**src/rtl/rob_commit_if.sv**
```systemverilog
// Issue / CDB / commit bundle between the reorder buffer and the rest of the core.
// The ROB takes the slave side; the issue stage, CDB and register file form the master side.
interface rob_commit_if #(
    parameter int ROB_IDX = 4,
    parameter int XLEN    = 32
);
    // Allocation from the instruction queue
    logic               alloc_valid;
    logic [4:0]         alloc_rd;
    logic               alloc_is_branch;
    logic [ROB_IDX-1:0] alloc_tag;
    logic               rob_full;

    // Common data bus
    logic               cdb_valid;
    logic [ROB_IDX-1:0] cdb_tag;
    logic [XLEN-1:0]    cdb_value;
    logic               cdb_mispredict;
    logic [XLEN-1:0]    cdb_target;

    // Register-file commit port
    logic [4:0]         commit_rd;
    logic               reg_busy_commit_rd;
    logic [ROB_IDX-1:0] reg_reorder_commit_rd;
    logic               ROB_to_Reg_needchange;
    logic [XLEN-1:0]    reg_reg_commit_rd_;
    logic               reg_busy_commit_rd_;

    // Flush
    logic               Clear_flag;
    logic [XLEN-1:0]    clear_pc;

    modport slave (
        input  alloc_valid, alloc_rd, alloc_is_branch,
        output alloc_tag, rob_full,
        input  cdb_valid, cdb_tag, cdb_value, cdb_mispredict, cdb_target,
        output commit_rd,
        input  reg_busy_commit_rd, reg_reorder_commit_rd,
        output ROB_to_Reg_needchange, reg_reg_commit_rd_, reg_busy_commit_rd_,
        output Clear_flag, clear_pc
    );

    modport master (
        output alloc_valid, alloc_rd, alloc_is_branch,
        input  alloc_tag, rob_full,
        output cdb_valid, cdb_tag, cdb_value, cdb_mispredict, cdb_target,
        input  commit_rd,
        output reg_busy_commit_rd, reg_reorder_commit_rd,
        input  ROB_to_Reg_needchange, reg_reg_commit_rd_, reg_busy_commit_rd_,
        input  Clear_flag, clear_pc
    );
endinterface

```
**src/rtl/rob_commit.sv**
```systemverilog
// Reorder buffer: circular queue that allocates in issue order, captures CDB
// results out of order, retires one head entry per cycle into the register
// file and raises a one-cycle flush when a mispredicted branch retires.
module rob_commit #(
    parameter int ROB_SIZE = 16,
    parameter int ROB_IDX  = 4,
    parameter int XLEN     = 32
) (
    input  logic            i_clk,
    input  logic            i_rst,
    input  logic            i_rdy,
    rob_commit_if.slave     bus
);
    localparam logic [ROB_IDX:0]   CNT_FULL = (ROB_IDX+1)'(ROB_SIZE);
    localparam logic [ROB_IDX:0]   CNT_ONE  = (ROB_IDX+1)'(1);
    localparam logic [ROB_IDX-1:0] PTR_ONE  = ROB_IDX'(1);

    // Control state (reset)
    logic [ROB_IDX-1:0]  r_head;
    logic [ROB_IDX-1:0]  r_tail;
    logic [ROB_IDX:0]    r_count;
    logic [ROB_SIZE-1:0] r_valid;
    logic [ROB_SIZE-1:0] r_ready;
    logic                r_clear_flag;
    logic [XLEN-1:0]     r_clear_pc;

    // Entry payload (not reset)
    logic [4:0]          r_rd         [ROB_SIZE];
    logic                r_is_branch  [ROB_SIZE];
    logic [XLEN-1:0]     r_value      [ROB_SIZE];
    logic                r_mispredict [ROB_SIZE];
    logic [XLEN-1:0]     r_target     [ROB_SIZE];

    logic w_full;
    logic w_alloc_fire;
    logic w_cdb_fire;
    logic w_commit_fire;
    logic w_flush;
    logic w_younger_rename;

    // Handshake qualifiers; the global stall is applied where state is updated.
    always_comb begin
        w_full           = (r_count == CNT_FULL);
        w_alloc_fire     = bus.alloc_valid && !w_full && !r_clear_flag;
        w_cdb_fire       = bus.cdb_valid && r_valid[bus.cdb_tag] && !r_clear_flag;
        w_commit_fire    = r_valid[r_head] && r_ready[r_head] && !r_clear_flag;
        w_flush          = w_commit_fire && r_is_branch[r_head] && r_mispredict[r_head];
        w_younger_rename = w_alloc_fire && (bus.alloc_rd != 5'd0) &&
                           (bus.alloc_rd == r_rd[r_head]);
    end

    // Commit-port and status outputs; zero whenever nothing retires.
    // NOTE: every output gets a default first so no path through this block infers a latch.
    always_comb begin
        bus.alloc_tag             = r_tail;
        bus.rob_full              = w_full;
        bus.Clear_flag            = r_clear_flag;
        bus.clear_pc              = r_clear_pc;
        bus.commit_rd             = 5'd0;
        bus.ROB_to_Reg_needchange = 1'b0;
        bus.reg_reg_commit_rd_    = '0;
        bus.reg_busy_commit_rd_   = 1'b0;
        if (w_commit_fire) begin
            bus.commit_rd             = r_rd[r_head];
            bus.ROB_to_Reg_needchange = (r_rd[r_head] != 5'd0);
            bus.reg_reg_commit_rd_    = r_value[r_head];
            // A younger in-flight rename of this register must keep it busy.
            bus.reg_busy_commit_rd_   = (bus.reg_reorder_commit_rd != r_head) ||
                                        w_younger_rename;
        end
    end

    // Pointers, occupancy, per-entry valid/ready and the flush pulse.
    // NOTE: sequential state uses non-blocking assignments so every register samples pre-edge values.
    always_ff @(posedge i_clk or negedge i_rst) begin
        if (!i_rst) begin
            r_head       <= '0;
            r_tail       <= '0;
            r_count      <= '0;
            r_valid      <= '0;
            r_ready      <= '0;
            r_clear_flag <= 1'b0;
            r_clear_pc   <= '0;
        end else if (i_rdy) begin
            if (r_clear_flag) begin
                r_head       <= '0;
                r_tail       <= '0;
                r_count      <= '0;
                r_valid      <= '0;
                r_ready      <= '0;
                r_clear_flag <= 1'b0;
            end else begin
                if (w_alloc_fire) begin
                    r_valid[r_tail] <= 1'b1;
                    r_ready[r_tail] <= 1'b0;
                    r_tail          <= r_tail + PTR_ONE;
                end
                if (w_cdb_fire) begin
                    r_ready[bus.cdb_tag] <= 1'b1;
                end
                if (w_commit_fire) begin
                    r_valid[r_head] <= 1'b0;
                    r_head          <= r_head + PTR_ONE;
                end
                if (w_flush) begin
                    r_clear_flag <= 1'b1;
                    r_clear_pc   <= r_target[r_head];
                end
                case ({w_alloc_fire, w_commit_fire})
                    2'b10:   r_count <= r_count + CNT_ONE;
                    2'b01:   r_count <= r_count - CNT_ONE;
                    default: r_count <= r_count;
                endcase
            end
        end
    end

    // Entry payload capture at allocation and at CDB writeback.
    // NOTE: payload storage is deliberately not reset; it is only read once its valid/ready bit is set.
    always_ff @(posedge i_clk) begin
        if (i_rdy) begin
            if (w_alloc_fire) begin
                r_rd[r_tail]         <= bus.alloc_rd;
                r_is_branch[r_tail]  <= bus.alloc_is_branch;
                r_mispredict[r_tail] <= 1'b0;
            end
            if (w_cdb_fire) begin
                r_value[bus.cdb_tag]      <= bus.cdb_value;
                r_mispredict[bus.cdb_tag] <= bus.cdb_mispredict;
                r_target[bus.cdb_tag]     <= bus.cdb_target;
            end
        end
    end
endmodule
```
**src/flat_wrapper.sv**
```systemverilog
// flat-port wrapper written by rule: the top's interface ports become plain ports
module rob_commit_flat 
#(
    parameter int ROB_SIZE = 16,
    parameter int ROB_IDX  = 4,
    parameter int XLEN     = 32
)
  (i_clk, i_rst, i_rdy, bus_alloc_valid, bus_alloc_rd, bus_alloc_is_branch, bus_alloc_tag, bus_rob_full, bus_cdb_valid, bus_cdb_tag, bus_cdb_value, bus_cdb_mispredict, bus_cdb_target, bus_commit_rd, bus_reg_busy_commit_rd, bus_reg_reorder_commit_rd, bus_ROB_to_Reg_needchange, bus_reg_reg_commit_rd_, bus_reg_busy_commit_rd_, bus_Clear_flag, bus_clear_pc);
  rob_commit_if #(.ROB_IDX(ROB_IDX), .XLEN(XLEN)) bus_i ();
  input  logic i_clk;
  input  logic i_rst;
  input  logic i_rdy;
  input wire logic [$bits(bus_i.alloc_valid)-1:0] bus_alloc_valid;
  input wire logic [$bits(bus_i.alloc_rd)-1:0] bus_alloc_rd;
  input wire logic [$bits(bus_i.alloc_is_branch)-1:0] bus_alloc_is_branch;
  output wire logic [$bits(bus_i.alloc_tag)-1:0] bus_alloc_tag;
  output wire logic [$bits(bus_i.rob_full)-1:0] bus_rob_full;
  input wire logic [$bits(bus_i.cdb_valid)-1:0] bus_cdb_valid;
  input wire logic [$bits(bus_i.cdb_tag)-1:0] bus_cdb_tag;
  input wire logic [$bits(bus_i.cdb_value)-1:0] bus_cdb_value;
  input wire logic [$bits(bus_i.cdb_mispredict)-1:0] bus_cdb_mispredict;
  input wire logic [$bits(bus_i.cdb_target)-1:0] bus_cdb_target;
  output wire logic [$bits(bus_i.commit_rd)-1:0] bus_commit_rd;
  input wire logic [$bits(bus_i.reg_busy_commit_rd)-1:0] bus_reg_busy_commit_rd;
  input wire logic [$bits(bus_i.reg_reorder_commit_rd)-1:0] bus_reg_reorder_commit_rd;
  output wire logic [$bits(bus_i.ROB_to_Reg_needchange)-1:0] bus_ROB_to_Reg_needchange;
  output wire logic [$bits(bus_i.reg_reg_commit_rd_)-1:0] bus_reg_reg_commit_rd_;
  output wire logic [$bits(bus_i.reg_busy_commit_rd_)-1:0] bus_reg_busy_commit_rd_;
  output wire logic [$bits(bus_i.Clear_flag)-1:0] bus_Clear_flag;
  output wire logic [$bits(bus_i.clear_pc)-1:0] bus_clear_pc;
  assign bus_i.alloc_valid = bus_alloc_valid;
  assign bus_i.alloc_rd = bus_alloc_rd;
  assign bus_i.alloc_is_branch = bus_alloc_is_branch;
  assign bus_alloc_tag = bus_i.alloc_tag;
  assign bus_rob_full = bus_i.rob_full;
  assign bus_i.cdb_valid = bus_cdb_valid;
  assign bus_i.cdb_tag = bus_cdb_tag;
  assign bus_i.cdb_value = bus_cdb_value;
  assign bus_i.cdb_mispredict = bus_cdb_mispredict;
  assign bus_i.cdb_target = bus_cdb_target;
  assign bus_commit_rd = bus_i.commit_rd;
  assign bus_i.reg_busy_commit_rd = bus_reg_busy_commit_rd;
  assign bus_i.reg_reorder_commit_rd = bus_reg_reorder_commit_rd;
  assign bus_ROB_to_Reg_needchange = bus_i.ROB_to_Reg_needchange;
  assign bus_reg_reg_commit_rd_ = bus_i.reg_reg_commit_rd_;
  assign bus_reg_busy_commit_rd_ = bus_i.reg_busy_commit_rd_;
  assign bus_Clear_flag = bus_i.Clear_flag;
  assign bus_clear_pc = bus_i.clear_pc;
  rob_commit #(.ROB_SIZE(ROB_SIZE), .ROB_IDX(ROB_IDX), .XLEN(XLEN)) u_core (.i_clk(i_clk), .i_rst(i_rst), .i_rdy(i_rdy), .bus(bus_i));
endmodule
```
**config.mk**
```make
export PLATFORM = sky130hd
export DESIGN_NAME = rob_commit_flat
export DESIGN_NICKNAME = d
export VERILOG_FILES = /design/src/rtl/rob_commit_if.sv /design/src/rtl/rob_commit.sv /design/src/flat_wrapper.sv
export SDC_FILE = /design/constraint.sdc
export NUM_CORES = 1
export LEC_CHECK = 0
export CELL_PAD_IN_SITES_DETAIL_PLACEMENT = 0
export CELL_PAD_IN_SITES_GLOBAL_PLACEMENT = 2
export CORE_ASPECT_RATIO = 0.6
export CORE_UTILIZATION = 35
export DETAILED_ROUTE_END_ITERATION = 8
export GPL_ROUTABILITY_DRIVEN = 1
export PLACE_DENSITY = 0.6
export SLEW_MARGIN = 20
export SYNTH_ARGS = -nofsm -noshare
export SYNTH_HDL_FRONTEND = slang
export SYNTH_SLANG_ARGS = --single-unit
```
**constraint.sdc**
```tcl
create_clock -name i_clk -period 5.62 [get_ports i_clk]
set_input_delay 0.843 -clock i_clk [delete_from_list [all_inputs] [get_ports i_clk]]
set_output_delay 0.843 -clock i_clk [all_outputs]
set_load 0.005 [all_outputs]
```
==> results of run 1 <==
## metal layers
metal  wire, µm  share of wire  vias to the layer above
met5         78        0.00066                        -
met4       2290          0.019                       12
met3       5840          0.050                      149
met2      55300           0.47                      539
met1      53900           0.46                    12200
li1           -              -                     9423
## sequential cells by signal, indices dropped and copies added (netlist names), 5 cells and up
register	count
u_core.r_count	5
u_core.r_is_branch	16
u_core.r_value	512
u_core.r_mispredict	16
u_core.r_ready	16
u_core.r_rd	80
u_core.r_target	512
u_core.bus.clear_pc	32
u_core.r_valid	16
## power by group
group / switching (mW) / internal, mW / leakage (nW)
clock network: 3.34 / 4.20 / 1.75
registers: 0.390 / 10.2 / 11.2
logic: 2.64 / 3.01 / 4.49
## kinds of logic after synthesis
| logic type | count (synthesis) |
|---|---|
| buffers and inverters | 131 |
| flip-flops | 1214 |
| AND/OR/NAND/NOR | 227 |
| multiplexers | 412 |
| adder cells (fa/ha/maj) | 12 |
| XOR/XNOR | 12 |
| AO/OA/AOI/OAI | 122 |
## metrics by stage
stage	cells	cell area (µm²)	setup slack, ns	power (mW)	util
after floorplan	2130	47300	0.208	14.7	-
after global placement	4042	51600	0.827	16.5	0.384
after detailed placement	4043	51600	0.984	16.5	0.385
after CTS	4252	55200	0.172	24.1	0.411
after global routing	4258	55200	0.207	24.7	0.412
final	4259	55200	0.449	23.7	0.412
## worst paths after layout
path                                    startpoint                 endpoint  slack (ns)  cells after the start
setup / recovery                  u_core.r_head[0]  bus_reg_busy_commit_rd_        0.45                      8
hold / removal                               i_rst        u_core.r_valid[0]        0.22                      2
setup reg to reg                  u_core.r_head[0]        u_core.r_count[4]        1.04                     14
hold reg to reg            u_core.bus.clear_pc[13]  u_core.bus.clear_pc[13]        0.50                      1
max in group asynchronous                    i_rst         u_core.r_head[3]        4.69                      2
min in group i_clk         u_core.bus.clear_pc[13]  u_core.bus.clear_pc[13]        0.50                      1
## timing repair
item | CTS | global route
setup endpoints to repair | 0 | 1
resized for setup | 0 | 1
hold buffers | 0 | 0
## layout make-up
type / instances / area, µm²
Tap cell: 1802 / 2250
Multi-Input combinational cell: 785 / 10800
Clock inverter: 62 / 606
Fill cell: 11600 / 78900
Inverter: 13 / 48.8
Antenna cell: 6 / 15.0
Sequential cell: 1214 / 36100
Timing Repair Buffer: 230 / 2410
Clock buffer: 147 / 2990
## placed cells by master, fill, tap and decap left out, types with 7 or more instances in the layout
cell,Yosys,layout
edfxtp_1,1136,1136
mux4_2,346,346
clkdlybuf4s50_1,0,159
clkbuf_16,0,114
dfrtp_1,78,74
nand2_1,61,61
nor2_1,67,49
buf_4,7,48
o21ai_0,45,45
nor2b_1,38,38
clkbuf_1,56,32
mux2i_1,31,31
mux2_2,31,31
clkinv_1,1,25
buf_12,0,21
nand3_1,17,17
clkinv_2,0,17
nor2_4,0,16
a41oi_1,13,13
ha_1,12,12
inv_1,11,11
bufinv_16,0,10
o21bai_1,9,9
nor4_1,8,8
o22ai_1,7,7
==> out/results.txt, run 1 <==
The kind of cell with the highest combined delay along the critical path is buffers and inverters. Final count of hold timing violations: 0. After detailed routing, the number of remaining DRC violations is 0. The clock transition at the registers of the reported paths was 0.06 ns.

The tightest min-delay check is of the input pin to async pin type. Summing every instance area after synthesis gives 0.0473 mm². For this run, the post-layout net count is 2454.

Dividing the detail-routed wire length by the instance count gives 27.6 µm. The root buffer selected by CTS is clkbuf_16. STA classifies the critical path startpoint as a flop. At the later pin of the worst-skew pair, clock insertion delay measures 0.73 ns. Counting flops and latches in the post-synthesis netlist gives 1214.

Relative slew slack: 0.284. Setup repair after global routing left no endpoint under its margin. TritonCTS built the clock tree. The maximum number of pins on one net before global-route repair was 118. The effective utilization at floorplan is 0.353. In this run the most used layer during global routing was met2.

The leading register cell type out of synthesis is edfxtp_1. Data on the critical path is required at its endpoint by 4.78 ns. The top cell type's share of synthesized area was 0.721; the fraction of layout instances using a drive strength above 1 was 0.261. Of all cell types, the one taking the most synthesized area is edfxtp_1. For the setup-violating endpoint count in the final report, the log shows 0. The post-detailed-placement half-perimeter wirelength was 62200 µm. The total area inside the core boundary comes to 0.134 mm².

In this design, the stage delay of the slowest critical-path cell is 0.63 ns. The netlist uses 55 different library cells. The clock sink count is 1214, and the maximum resistive drop on vdd is 0.497 mV. Yosys attributes the largest share of cell area to edfxtp_1 (72%), mux4_2 (16%), dfrtp_1 (4.1%). On the final layout, the worst clock skew is 0.0322 ns. The global routing met3 resource utilization was 0.0333; the clock buffer count from CTS was 113. The final worst-path cycle share was 0.920.

The commonest cells after synthesis are edfxtp_1 (1136), mux4_2 (346), dfrtp_1 (78). The async set or reset register ratio after synthesis came out at 0.0643. The run gives 2227 as the synthesized net count. The number of global-route vias before repair was 23400; the top-level port count was 162. Counting along the longest clock path gives a buffer depth of 3.

The area added between synthesis and finish is 16.7%, and the post-synthesis sequential area ratio is 0.762. The H-tree was split into 3 levels. Static timing analysis puts the maximum clock frequency at 193 MHz.

Post-CTS timing repair inserted 0 buffers for setup. The fraction of met2 tracks used by global routing came out at 0.273. At the pin with the least slew margin, the transition time is 1.07 ns.

edfxtp_1 is the most common cell in the netlist. The tools report the final wirelength as 117000 µm. The power per cell area came out at 430 mW/mm². The post-synthesis instance total is 2130, and the first-pass GRT wire length is 169000 µm. Measured along the x axis, the die boundary spans 477 µm.

Along the worst path, the maximum fanout reaches 38. Input and output buffers added on the ports amount to 160. In this run the static leakage power is 17.5 nW.

Type of the setup path with the least slack: flop to primary output. The clock period could shrink to 5.17 ns. At the end of routability-driven placement, the weighted congestion stood at 0.787. The flow ran to the end, and the final reports show no timing, DRC or antenna violations.

The combined global-route utilization of all metal layers came out at 0.172. The met1 track demand over resource came out at 0.245. The type of destination of the critical path was a primary output.

Worst-path cell with the longest stage delay: dfrtp_4. The detail route stage leaves a number of antenna-violating nets equal to 0. A synthesized cell averages 22.2 µm². In this run, the number of DRC markers left after iteration 0 of detailed routing was 1925. The synthesized-area fraction occupied by ao, oa, aoi and oai cells is 0.0179, and the number of placement rows is 104.

Area share of fa/ha/maj cells after synthesis: 0.00317. Together, buffers and inverters on the worst path number 3. The max capacitance violation total was 0; the endpoint arrival time on the critical path was 4.33 ns.

After global routing the overflow that remains totals 0. The tools report the number of antenna violations at the first check in global routing as 10. By area, the combinational part of the netlist is dominated by multiplexers. The tools report the via count of the routed design as 22300. The synthesized design contains 1136 enable-type register cells. The iteration count of the initial detailed-routing pass is 5, and the area share of xor/xnor cells in the synthesized design is 0.00222.

The critical path goes through inv_1, mux4_2, o22ai_2, o21ai_4, buf_4, or2_2, o31ai_1, clkdlybuf4s50_1. The die is 287 µm tall. Dividing the detail-routed via count by the number of cells gives 5.23. For the final routed database, the setup TNS stands at 0 ns.

Across all hold checks on the routed design, the worst slack comes to 0.216 ns. The simple logic cell fraction of the synthesized area was 0.0229; the share of cell area taken by muxes after synthesis was 0.180. The run gives 0 as the number of slew-limit violations in the final report. The Yosys step of the flow raised 0 warnings. The die covers 0.137 mm².
No activity file was read; power rests on OpenSTA's default activity.
==> run 2: changes to the inputs <==
- CORE_MARGIN: unset -> 3
==> run 2 against run 1 <==
Compared with the run above:
- non-clock buffer count fell by 4
- final cell count fell by 0.45%
- first-iteration DRC count rose by 8.5%
- clock-buffer cell count fell by 17
- critical path depth fell by 1
- global-route usage barely moved
- flip-flop and latch count did not move
==> out/results.txt, run 2 (same netlist as run 1, synthesis figures left out) <==
The critical register-to-register path startpoint was u_core.r_head[1]. The run gives 0 as the number of nets with antenna violations after routing. The worst register-to-register path ends at u_core.r_count[4]. The post-detailed-route wirelength per cell was 28.2 µm; the final count of hold timing violations was 0. The run gives 0.0553 mm² as the final instance area. Counting the fill cells in the layout gives 11400. The setup check on the worst reg-to-reg path leaves a slack of 1.02 ns. Setup violations remaining at the end of the flow were counted as 0. Setup slack on the critical path of the routed design comes to 0.480 ns. The net count of the finished layout is 2449. The fraction of layout instances using a drive strength above 1 came out at 0.268. During placement, the flow inserted port buffers numbering 160. The run finished with clean final reports.

Hold-fix buffer count after cts: 0. TritonCTS built the clock tree. The clock buffer count from CTS is 112, and the number of antenna violations at the first check in global routing is 16. The tools report the combined global-route utilization of all metal layers as 0.171. For the pin with the worst max-slew slack, the measured transition is 1.11 ns. Across the run, the number of max-cap violations was 0. The run gives 4.78 ns as the required time of the critical path. The die footprint was 0.140 mm²; the post-CTS resize count was 0. Maximum number of pins on one net before global-route repair: 135.

The tools report the clock latency on the worst-skew pair as 0.72 ns. Leakage dissipation: 17.5 nW. For this block, the routed nets add up to 120000 µm of wire.

The first detailed-routing pass took 5 iterations. For the worst flop-to-flop path, the logic depth is 14. After layout, the minimum clock period comes to 5.14 ns. First-iteration detailed-routing DRC count: 2088. 162 I/O pins were placed.

The clock transition at the registers of the reported paths came out at 0.07 ns. For the number of remaining DRC errors, the log shows 0. In the layout the commonest cells are edfxtp_1 (1136), mux4_2 (346), clkdlybuf4s50_1 (159). In the final layout, the registers with the most flip-flops are u_core.r_target (512), u_core.r_value (512), u_core.r_rd (80). Area added between synthesis and finish: 17.0%. Routability-driven placement finished with a final weighted congestion of 0.794. The tools report the number of slew-limit violations in the final report as 0. Clock tree synthesis found a total of 1214 sinks. The tools report the global-route congestion overflow total as 0. Across all layers, the routed design uses 22400 vias.

Clock skew on the completed layout was measured at 0.0336 ns. The area of the core region was 0.133 mm²; the footprint of the multi-input gates was 0.0109 mm². The utilization after layout was 0.416.

The sequential standard cell area is 0.0361 mm². The final setup TNS is 0 ns, and the largest buffer count on any clock path is 3. For this design the ratio of total power to cell area is 434 mW/mm². The logs give 0 for the number of buffers inserted to repair setup after CTS and 0.257 for the relative slew slack. After detailed routing, the number of vias per cell comes to 5.29. The tools report the worst setup timing slack at the placement stage as 1.07 ns.

The final worst-path cycle share came out at 0.915. The run gives 0.356 as the effective utilization at floorplan. VDD sags by at most 0.426 mV.

Setup repair after global routing left no endpoint under its margin. The placed instances occupy a cell area of 0.0516 mm². The type of destination of the critical path is a primary output. The critical path in this run is classified as flop to primary output.

For this run, the top clock speed supported by timing is 195 MHz. The root buffer selected by CTS is clkbuf_16. The min-delay analysis places its worst path in the category input pin to async pin.

The first global-routing pass estimated 173000 µm of wire. In this run the worst path has a maximum fanout of 13. The number of placement rows came out at 103. Data on the critical path arrives at its endpoint at 4.30 ns. The overall die height is 291 µm. The die width works out to 481 µm. In this run the number of H-tree levels came out at 3. The run gives 23500 as the number of global-route vias before repair. Leaving out fill and tap cells, the most frequent cell in the layout is edfxtp_1. The post-detailed-placement half-perimeter wirelength is 62300 µm. The worst setup path is launched from a flop.
-- run 2: cell count changes in the layout (fill, tap and decap cells not counted), sizes merged --
cell      previous run  this run
inv                 15        16
diode                6         4
clkinv              48        64
clkbuf             147       130
buf                 71        67
bufinv              10        13
clkinvlp             2         3
-- run 2: how the worst max path moves through the flow --
stage	from	to	slack, ns	cells past startpoint
floorplan	bus_cdb_tag[0]	u_core.r_mispredict[6]	0.21	7
global route	u_core.r_head[0]	bus_reg_busy_commit_rd_	0.1	7
detailed placement	u_core.r_head[1]	u_core.r_count[4]	1.07	14
CTS	u_core.r_head[0]	bus_reg_busy_commit_rd_	0.26	7
global placement	u_core.r_head[0]	bus_reg_busy_commit_rd_	1.12	7
finish	u_core.r_head[0]	bus_reg_busy_commit_rd_	0.48	7
-- run 2: through the flow --
stage	cells	hold WS [ns]	total power, mW
after CTS	4235	0.152	24.4
after global routing	4237	0.181	25.1
after global placement	4020	0.490	16.5
final	4240	0.185	24.0
after floorplan	2130	0.449	14.7
after detailed placement	4022	0.485	16.6
-- run 2: report_power, final --
group          total, mW  switching [mW]  internal [mW]  leakage [nW]
registers           10.5           0.378           10.2          11.2
logic               5.72            2.69           3.03          4.46
clock network       7.76            3.39           4.37          1.85
-- run 2: worst max-delay path, stage by stage (launching register included) --
cell and delay (ns):
dfrtp_4 0.62, inv_1 0.58, mux4_2 0.59, mux2i_1 0.38, xor2_1 0.10, or3_1 0.31
o31ai_1 0.39, clkdlybuf4s50_1 0.60
-- run 2: area by class of cell --
| cell class | count | share of cell area |
|---|---|---|
| Clock buffer | 130 | 0.0532 |
| Multi-Input combinational cell | 785 | 0.196 |
| Antenna cell | 4 | 0.000181 |
| Timing Repair Buffer | 226 | 0.0424 |
| Inverter | 13 | 0.000882 |
| Clock inverter | 83 | 0.0146 |
| Tap cell | 1785 | 0.0404 |
| Sequential cell | 1214 | 0.652 |
-- run 2: metal layers --
| layer | wire (µm) | GRT usage | up-vias | share of wire |
|---|---|---|---|---|
| met4 | 1830 | 0.0330 | 10 | 0.015 |
| met2 | 57100 | 0.268 | 614 | 0.48 |
| met3 | 6340 | 0.0328 | 148 | 0.053 |
| met5 | 75 | 0 | - | 0.00063 |
| met1 | 54200 | 0.251 | 12200 | 0.45 |
| li1 | - | - | 9419 | - |
==> run 3: changes to the inputs <==
- CELL_PAD_IN_SITES_DETAIL_PLACEMENT: 0 -> unset
- CELL_PAD_IN_SITES_GLOBAL_PLACEMENT: 2 -> unset
- HOLD_SLACK_MARGIN: unset -> 0.12
- PLACE_DENSITY: 0.6 -> unset
==> run 3 against run 2 <==
Compared with the run above:
- combinational power barely moved
- flip-flop and latch count is the same
- routed wire length decreased by 4.3%
- final cell count about the same
- worst setup slack improved by 0.17 ns
- sequential share of layout area up 0.090 points
- clock-buffer cell count is 30 higher
- first-iteration DRC count is 19% higher
- core utilization decreased by 0.057 points
- largest power group unchanged
==> out/results.txt, run 3 (same netlist as run 1, synthesis figures left out) <==
The run finished with clean final reports. The clock reaches the later pin of the worst-skew pair after 0.72 ns. From synthesis to final layout, the design area changed by 16.8%.

TritonCTS created 112 clock buffers. For the worst setup path, the data required time is 4.78 ns. For this design the ratio of total power to cell area is 431 mW/mm². The first-pass GRT wire length was 166000 µm; the iteration count of the initial detailed-routing pass was 6. The first-iteration detailed-routing DRC count is 2477, and the leakage dissipation is 17.5 nW.

The combined global-route utilization of all metal layers came out at 0.163. In the final routed layout, each cell accounts on average for 27.0 µm. The clock period could shrink to 4.97 ns. Once placement finished, the instance area stood at 0.0515 mm². The worst setup path is of the flop to primary output kind. The run gives 18 as the number of antenna violations at the first check in global routing.

After detailed routing, the number of remaining DRC violations is 0. The top-level port count was 162; the max capacitance violation total was 0. IR analysis of the VDD net gives a maximum drop of 0.317 mV. In the layout the commonest cells are edfxtp_1 (1136), mux4_2 (346), clkdlybuf4s50_1 (159). Setup repair after global routing left no endpoint under its margin.

The commonest non-fill, non-tap cell in the layout was edfxtp_1. The min-delay analysis places its worst path in the category flop to flop. After floorplanning, the core was sized to cover 0.133 mm².

The final setup TNS is 0 ns. The maximum frequency from static timing analysis was 201 MHz; the number of placement rows was 103. The top fanout value on the critical path was 79; the last weighted congestion value of the routability-driven placer was 0.877.

The slowest stage of the critical path is the mux4_2 cell. The clock skew after layout came out at 0.0499 ns. The footprint of the multi-input gates was 0.0108 mm²; the average vias per placed instance was 5.33. The largest registers in the layout are u_core.r_target (512), u_core.r_value (512), u_core.r_rd (80). In this run the tool buffered the top-level ports with 160 buffer cells. The relative slew slack is 0.310. On the worst path, the slowest cell contributes a delay of 0.57 ns. In this run the clock root is driven by a clkbuf_16.

The final instance area was 0.0553 mm². The die is 291 µm tall. The effective utilization at floorplan was 0.356; the number of nets with antenna violations after routing was 0. After filler insertion, the fill cell instance count of the layout stands at 11300. The wire-length estimate of the detail-placed layout is 62300 µm.

The final worst-path cycle share is 0.885. Setup violations remaining at the end of the flow were counted as 0. After clock tree synthesis, the clock-pin slew on the worst setup and hold paths is 0.06 ns. In this run the horizontal extent of the chip is 481 µm. The tools report the largest buffer count on any clock path as 3. The number of slew-limit violations in the final report came out at 0. TritonCTS built the clock tree.

Entering global routing, the biggest net connects 145 pins. The via count of the routed design is 22600, and the final count of hold timing violations is 0. For this run the aggregate overflow at the end of global routing stands at 0. Counting every sink on the clock net gives 1214. The fraction of layout instances using a drive strength above 1 was 0.259. STA classifies the critical path endpoint as a primary output.

For the pin with the worst max-slew slack, the measured transition is 1.03 ns. The run gives 23400 as the number of global-route vias before repair. Die footprint: 0.140 mm². The critical path goes through buf_12, buf_12, mux4_2, mux4_2, nor2b_1, clkdlybuf4s50_1. The tools report the H-tree level count as 3. Wires add up to 114000 µm. STA classifies the critical path startpoint as a flop. For this run, the post-layout net count is 2446.

Registers take 0.0361 mm². Endpoint arrival time on the critical path: 4.13 ns.
[run 3: cell types whose count changed in the layout (fill, tap and decap cells not counted), sizes merged]
| cell | previous run | this run |
|---|---|---|
| diode | 4 | 7 |
| dlygate4sd3 | 0 | 1 |
| clkbuf | 130 | 160 |
| clkinvlp | 3 | 2 |
| bufinv | 13 | 9 |
| buf | 67 | 63 |
| clkinv | 64 | 38 |
[run 3: worst paths after layout]
check	from	end	slack [ns]	cells past startpoint
worst max-delay path	u_core.r_head[0]	bus_reg_reg_commit_rd_[31]	0.65	6
worst min-delay path	u_core.bus.clear_pc[20]	u_core.bus.clear_pc[20]	0.51	1
worst max register to register	u_core.r_head[1]	u_core.r_count[4]	1.46	15
worst min register to register	u_core.bus.clear_pc[20]	u_core.bus.clear_pc[20]	0.51	1
max in group asynchronous	i_rst	u_core.r_head[3]	3.71	3
min in group asynchronous	i_rst	u_core.bus.clear_pc[21]	0.67	2
[run 3: power by group]
| part | total (mW) | internal, mW | switching, mW |
|---|---|---|---|
| Combinational | 5.73 | 3.05 | 2.68 |
| Sequential | 10.5 | 10.2 | 0.344 |
| Clock | 7.57 | 4.28 | 3.29 |
| Total | 23.8 | 17.5 | 6.31 |
[run 3: routing by layer]
layer	share of wire	GRT usage	up-vias
li1	-	-	9401
met1	0.43	0.232	12200
met2	0.48	0.257	861
met3	0.074	0.0377	161
met4	0.017	0.0340	14
met5	0.00070	0	-
[run 3: critical path: cells and delay by family, from the launching register on]
family	cells	cell delay [ns]
simple gates	1	0.18
flops	1	0.42
buf+inv	3	1.41
mux	2	1.13
[run 3: repair_timing]
action,CTS,global route
endpoints found under the hold margin,26,0
resized for setup,0,0
hold buffers,1,0
buffers inserted,0,0
[run 3: stage by stage]
stage                     power [mW]  hold slack, ns  utilization  setup slack [ns]  std cells
final                           23.8           0.506        0.416             0.647       4239
after global routing            24.9           0.525        0.416             0.409       4233
after CTS                       24.1           0.506        0.416             0.535       4232
after detailed placement        16.5           0.485        0.388              1.18       4019
after global placement          16.4           0.477        0.388              1.19       4019
after floorplan                 14.7           0.449            -             0.208       2130
[run 3: cell type report]
type	count	share of cell area
diodes	7	0.000317
clock buffers	160	0.0562
clock inverters	52	0.0103
inverters	13	0.000883
multi-input cells	785	0.196
flip-flops and latches	1214	0.653
well taps	1785	0.0404
repair buffers	223	0.0430
